<file path="config.mk">
export PLATFORM = sky130hd
export DESIGN_NAME = vga_timing_gen
export DESIGN_NICKNAME = d
export VERILOG_FILES = /design/src/rtl/vga_timing_gen.sv
export SDC_FILE = /design/constraint.sdc
export NUM_CORES = 1
export LEC_CHECK = 0
export BUFFER_PORTS_ARGS = -buffer_cell sky130_fd_sc_hd__buf_2
export CORE_ASPECT_RATIO = 1.1
export CORE_MARGIN = 3
export CORE_UTILIZATION = 57
export CTS_BUF_LIST = sky130_fd_sc_hd__clkbuf_4
export CTS_CLUSTER_DIAMETER = 150
export CTS_CLUSTER_SIZE = 20
export DETAILED_ROUTE_END_ITERATION = 10
export HOLD_SLACK_MARGIN = 0.02
export PLACE_DENSITY = 0.85
export SYNTH_ARGS = -nofsm -noshare
export SYNTH_HDL_FRONTEND = slang
export SYNTH_SLANG_ARGS = --single-unit
</file>
<file path="constraint.sdc">
create_clock -name clk_i -period 3.2 [get_ports clk_i]
set_clock_uncertainty 0.05 [all_clocks]
set_input_delay 0.16 -clock clk_i [delete_from_list [all_inputs] [get_ports clk_i]]
set_output_delay 0.16 -clock clk_i [all_outputs]
set_load 0.02 [all_outputs]
</file>
<file path="src/rtl/vga_timing_gen.sv">
// Parametrised VGA raster timing generator; advances one pixel per pixel_tick_i strobe.
// Define VGA_TIMING_CELL_EN to also map the raster onto the 64x32 CHIP-8 cell grid.
module vga_timing_gen #(
  parameter int unsigned H_ACTIVE      = 640,
  parameter int unsigned H_FP          = 16,
  parameter int unsigned H_SYNC        = 96,
  parameter int unsigned H_BP          = 48,
  parameter int unsigned V_ACTIVE      = 480,
  parameter int unsigned V_FP          = 10,
  parameter int unsigned V_SYNC        = 2,
  parameter int unsigned V_BP          = 33,
  parameter bit          HSYNC_POL     = 1'b0,
  parameter bit          VSYNC_POL     = 1'b0,
  parameter int unsigned CNT_W         = 11,
  parameter int unsigned CELL_SCALE    = 10,
  parameter int unsigned CELL_Y_OFFSET = 80
) (
  input  logic             clk_i,
  input  logic             rst_i,
  input  logic             pixel_tick_i,
  output logic [CNT_W-1:0] x_o,
  output logic [CNT_W-1:0] y_o,
  output logic             de_o,
  output logic             vga_hsync_o,
  output logic             vga_vsync_o,
  output logic             line_start_o,
  output logic             frame_start_o,
  output logic             vblank_start_o,
  output logic [5:0]       cell_x_o,
  output logic [4:0]       cell_y_o,
  output logic             cell_valid_o
);

  localparam int unsigned HTotal     = H_ACTIVE + H_FP + H_SYNC + H_BP;
  localparam int unsigned VTotal     = V_ACTIVE + V_FP + V_SYNC + V_BP;
  localparam int unsigned HSyncStart = H_ACTIVE + H_FP;
  localparam int unsigned HSyncEnd   = HSyncStart + H_SYNC;
  localparam int unsigned VSyncStart = V_ACTIVE + V_FP;
  localparam int unsigned VSyncEnd   = VSyncStart + V_SYNC;
  localparam logic [CNT_W-1:0] HLast = CNT_W'(HTotal - 1);
  localparam logic [CNT_W-1:0] VLast = CNT_W'(VTotal - 1);

  logic [CNT_W-1:0] x_q, x_d, y_q, y_d;
  logic de_q, de_d, hsync_q, hsync_d, vsync_q, vsync_d;
  logic line_start_q, line_start_d, frame_start_q, frame_start_d;
  logic vblank_start_q, vblank_start_d;

  // All decodes are taken from the next position so they land together with x/y.
  always_comb begin
    x_d = x_q + 1'b1;
    y_d = y_q;
    if (x_q == HLast) begin
      x_d = '0;
      y_d = (y_q == VLast) ? '0 : y_q + 1'b1;
    end
    de_d    = (32'(x_d) < H_ACTIVE) && (32'(y_d) < V_ACTIVE);
    hsync_d = ((32'(x_d) >= HSyncStart) && (32'(x_d) < HSyncEnd)) ? HSYNC_POL : ~HSYNC_POL;
    vsync_d = ((32'(y_d) >= VSyncStart) && (32'(y_d) < VSyncEnd)) ? VSYNC_POL : ~VSYNC_POL;
    line_start_d   = (x_d == '0);
    frame_start_d  = line_start_d && (y_d == '0);
    vblank_start_d = line_start_d && (32'(y_d) == V_ACTIVE);
  end

  always_ff @(posedge clk_i) begin
    if (rst_i) begin
      x_q            <= HLast;
      y_q            <= VLast;
      de_q           <= 1'b0;
      hsync_q        <= ~HSYNC_POL;
      vsync_q        <= ~VSYNC_POL;
      line_start_q   <= 1'b0;
      frame_start_q  <= 1'b0;
      vblank_start_q <= 1'b0;
    end else begin
      line_start_q   <= 1'b0;
      frame_start_q  <= 1'b0;
      vblank_start_q <= 1'b0;
      if (pixel_tick_i) begin
        x_q            <= x_d;
        y_q            <= y_d;
        de_q           <= de_d;
        hsync_q        <= hsync_d;
        vsync_q        <= vsync_d;
        line_start_q   <= line_start_d;
        frame_start_q  <= frame_start_d;
        vblank_start_q <= vblank_start_d;
      end
    end
  end

  assign x_o            = x_q;
  assign y_o            = y_q;
  assign de_o           = de_q;
  assign vga_hsync_o    = hsync_q;
  assign vga_vsync_o    = vsync_q;
  assign line_start_o   = line_start_q;
  assign frame_start_o  = frame_start_q;
  assign vblank_start_o = vblank_start_q;

`ifdef VGA_TIMING_CELL_EN
  localparam int unsigned CellXEnd = 64 * CELL_SCALE;
  localparam int unsigned CellYEnd = CELL_Y_OFFSET + 32 * CELL_SCALE;
  localparam logic [CNT_W-1:0] SubLast = CNT_W'(CELL_SCALE - 1);

  logic [CNT_W-1:0] hsub_q, hsub_d, vsub_q, vsub_d;
  logic [5:0] hcell_q, hcell_d, cell_x_q, cell_x_d;
  logic [4:0] vcell_q, vcell_d, cell_y_q, cell_y_d;
  logic cell_valid_q, cell_valid_d;

  // Sub-counters divide by CELL_SCALE; cell indices may wrap outside the grid, where they are masked.
  always_comb begin
    hsub_d  = hsub_q + 1'b1;
    hcell_d = hcell_q;
    if (x_d == '0) begin
      hsub_d  = '0;
      hcell_d = '0;
    end else if (hsub_q == SubLast) begin
      hsub_d  = '0;
      hcell_d = hcell_q + 1'b1;
    end
    vsub_d  = vsub_q;
    vcell_d = vcell_q;
    if (x_d == '0) begin
      if (32'(y_d) == CELL_Y_OFFSET) begin
        vsub_d  = '0;
        vcell_d = '0;
      end else if (vsub_q == SubLast) begin
        vsub_d  = '0;
        vcell_d = vcell_q + 1'b1;
      end else begin
        vsub_d = vsub_q + 1'b1;
      end
    end
    cell_valid_d = de_d && (32'(x_d) < CellXEnd) && (32'(y_d) >= CELL_Y_OFFSET) &&
                   (32'(y_d) < CellYEnd);
    cell_x_d = cell_valid_d ? hcell_d : '0;
    cell_y_d = cell_valid_d ? vcell_d : '0;
  end

  always_ff @(posedge clk_i) begin
    if (rst_i) begin
      hsub_q       <= '0;
      vsub_q       <= '0;
      hcell_q      <= '0;
      vcell_q      <= '0;
      cell_x_q     <= '0;
      cell_y_q     <= '0;
      cell_valid_q <= 1'b0;
    end else if (pixel_tick_i) begin
      hsub_q       <= hsub_d;
      vsub_q       <= vsub_d;
      hcell_q      <= hcell_d;
      vcell_q      <= vcell_d;
      cell_x_q     <= cell_x_d;
      cell_y_q     <= cell_y_d;
      cell_valid_q <= cell_valid_d;
    end
  end

  assign cell_x_o     = cell_x_q;
  assign cell_y_o     = cell_y_q;
  assign cell_valid_o = cell_valid_q;
`else
  assign cell_x_o     = '0;
  assign cell_y_o     = '0;
  assign cell_valid_o = 1'b0;
`endif

endmodule
</file>
==> run metrics <==
status completed; Root Buffer clkbuf_4; crit path capture frame_start_o; largest net degree at the start of global routing 23; die height 68.60 µm; Die Area 4316 µm²; CP Class flip-flop to flip-flop; Max-Cap Viols 0; I/O Pins 43; Die Width 62.91 µm; share of layout cells above drive strength 1 0.1549; CTS tree built; CTS clk-pin slew, worst paths 0.15 ns; CTS Buffer Depth 2; RR Startpoint x_o[0]; Core Region 3386 µm²; n_diodes 0; Fin. Hold Viols 0; DRC 0; Peak Freq 336.9 MHz; total gr overflow 0; largest cells by area after synthesis dfxtp_1 (28%), xnor2_1 (5.2%), buf_4 (4.8%), o21ai_0 (4.7%), nand2_1 (4.4%); Crit. End Element flip-flop; final instance area 2112 µm²; initial antenna violation count 0; post-synth top area cell dfxtp_1; Reg2Reg Depth 7; Placer Congestion 0.9117; synthesis-to-finish area growth 4.005%; number of setup violations in the final report 0; DRT antenna net count 0; Synth Cell Area 2031 µm²; placed wire-length estimate 3489 µm; dominant synthesized flop cell dfxtp_1; multi-input combinational cell area 1270 µm²; Critical Path AT 3.16 ns; fillcell total 329; Avg Inst Size Synth 7.493 µm²; reg2reg setup slack 0.23 ns; Yosys cell types 49; dpl cell area 2086 µm²; drt pass-1 iters 4; Seq cells post-synth 28; Slew Viols, Final 0; H-Tree Depth 1; GRT Util Overall 0.2363; post-synthesis sequential area ratio 0.2760; initial core utilization 0.5998; crit-path max FO 15; nets@finish 291; HP Class input pin to flip-flop; Post-CTS Setup Inserts 0; # clock sinks 28; period utilization 0.9277; post_cts resized 0; vias in the first global route 1763; Register Area 560.5 µm²; crit path from x_o[0]; Clk Latency, worst-skew pair 0.33 ns; Startpoint Class flip-flop; hold_buf cts 0; ys async rst share 0; Synth Instances 271; R2R Path End frame_start_o; power per cell area 434.8 nW/µm²; Yosys top cell area share 0.2760; RSZ-0062 raised after global routing false; Routed WL per cell 14.27 µm; DR vias/cell 5.895; critical path required time 3.39 ns; Via Count 1957; first-pass GRT wire length 8280 µm; Leak 0.8204 nW; number of synthesized flops with an enable pin 0; Routed Wire Length 4739 µm; Worst slew margin 0.5731; actual slew at the worst max-slew pin 0.6323 ns; Syn. warnings 0; # rows 22; DR iter-0 viols 250; input/output buffers 30; setup tns final 0 ns; Peak VDD IR 0.0001754 V; crit path time final 2.969 ns; CTS Buf Count 3
## layout make-up
cell class,count,area share
clock buffers,3,0.01066
well taps,48,0.02844
multi-input cells,212,0.6013
repair buffers,32,0.07820
flip-flops and latches,28,0.2654
inverters,8,0.01422
clock inverters,1,0.001777
## cell usage after synthesis, types with 2 or more instances
library cell and n:
a21boi_0 2, a21oi_1 16, a31oi_1 6, and2_1 3, and3_1 5, buf_4 13
buf_6 2, clkbuf_1 16, clkbuf_8 2, dfxtp_1 28, ha_1 3, inv_1 8
mux2i_1 2, nand2_1 24, nand2b_1 4, nand3_1 11, nand4_1 8, nor2_1 19
nor3_1 16, nor4_1 7, o211ai_1 3, o21ai_0 19, o311ai_0 4, or3_1 2
or3_2 2, or4_1 4, or4_4 3, xnor2_1 12, xor2_1 7
## metrics by stage
| step | hold WS [ns] | power, W | utilization | setup WS (ns) | instances |
|---|---|---|---|---|---|
| CTS | 0.1488 | 0.0009191 | 0.6238 | 0.2579 | 332 |
| global route | 0.1714 | 0.0009802 | 0.6238 | 0.04992 | 332 |
| global placement | 0.4066 | 0.0007667 | 0.6160 | 0.4363 | 328 |
| detailed placement | 0.4568 | 0.0007724 | 0.6160 | 0.3168 | 328 |
| finish | 0.1413 | 0.0009183 | 0.6238 | 0.2314 | 332 |
| floorplan | 0.3743 | 0.0007093 | - | 0.4014 | 282 |
## power breakdown
part           internal (W)  switching (W)  total (W)
sequential         0.000370      0.0000517   0.000422
combinational      0.000123       0.000224   0.000347
clock             0.0000459       0.000104   0.000149
total              0.000539       0.000379   0.000918
## worst min-delay path by stage
| stage | start | to | slack (ns) | cells past startpoint |
|---|---|---|---|---|
| after floorplan | pixel_tick_i | vga_vsync_o | 0.37 | 3 |
| after CTS | rst_i | x_o[6] | 0.15 | 2 |
| after global placement | de_o | de_o | 0.41 | 1 |
| after detailed placement | de_o | de_o | 0.46 | 1 |
| after global routing | rst_i | x_o[6] | 0.17 | 2 |
| final | rst_i | x_o[6] | 0.14 | 2 |
## worst max-delay path, stage by stage, from the launching register on
cell and delay, ns:
dfxtp_1 0.48, ha_1 0.49, nand4_1 0.20, nor3_1 0.23, xor2_1 0.12, or4_4 0.53
or4_4 0.53, nor4_2 0.23
## cell families (layout without fill, tap and decap cells)
family          count (synthesis)  in the layout  share of synthesized area
mux                             2              2                   0.009859
compound gates                 58             58                     0.1762
other cells                     1             12                   0.001847
flops                          28             28                     0.2760
xor+xnor                       19             19                    0.08195
simple gates                  118            118                     0.3167
buf+inv                        42             44                     0.1189
fa+ha+maj                       3              3                    0.01849
## state kept, by name, summed over array words and instances (netlist names)
register / count
vga_vsync_o: 1
x_o: 11
y_o: 11
frame_start_o: 1
vga_hsync_o: 1
de_o: 1
line_start_o: 1
vblank_start_o: 1
## placed cells by master (no fill, tap or decap), drive strengths merged, types with 2 or more instances in the layout
cell type,count
xor2,7
and3,5
xnor2,12
mux2i,2
ha,3
o211ai,3
or4,7
and2,4
or3,4
a31oi,6
dfxtp,28
o21ai,19
clkbuf,3
nand2b,4
conb,12
a21boi,2
nand3,12
nand2,24
a21oi,16
nand4,8
inv,8
nor3,16
nor4,8
nor2,19
o311ai,4
buf,32
## per-layer routing
layer / routed length [µm] / up-vias / track usage
li1: - / 982 / -
met1: 2042 / 893 / 0.2984
met2: 2297 / 71 / 0.4177
met3: 301 / 11 / 0.02917
met4: 96 / 0 / 0.08815
met5: 0 / - / 0
No activity file was read; power rests on OpenSTA's default activity.
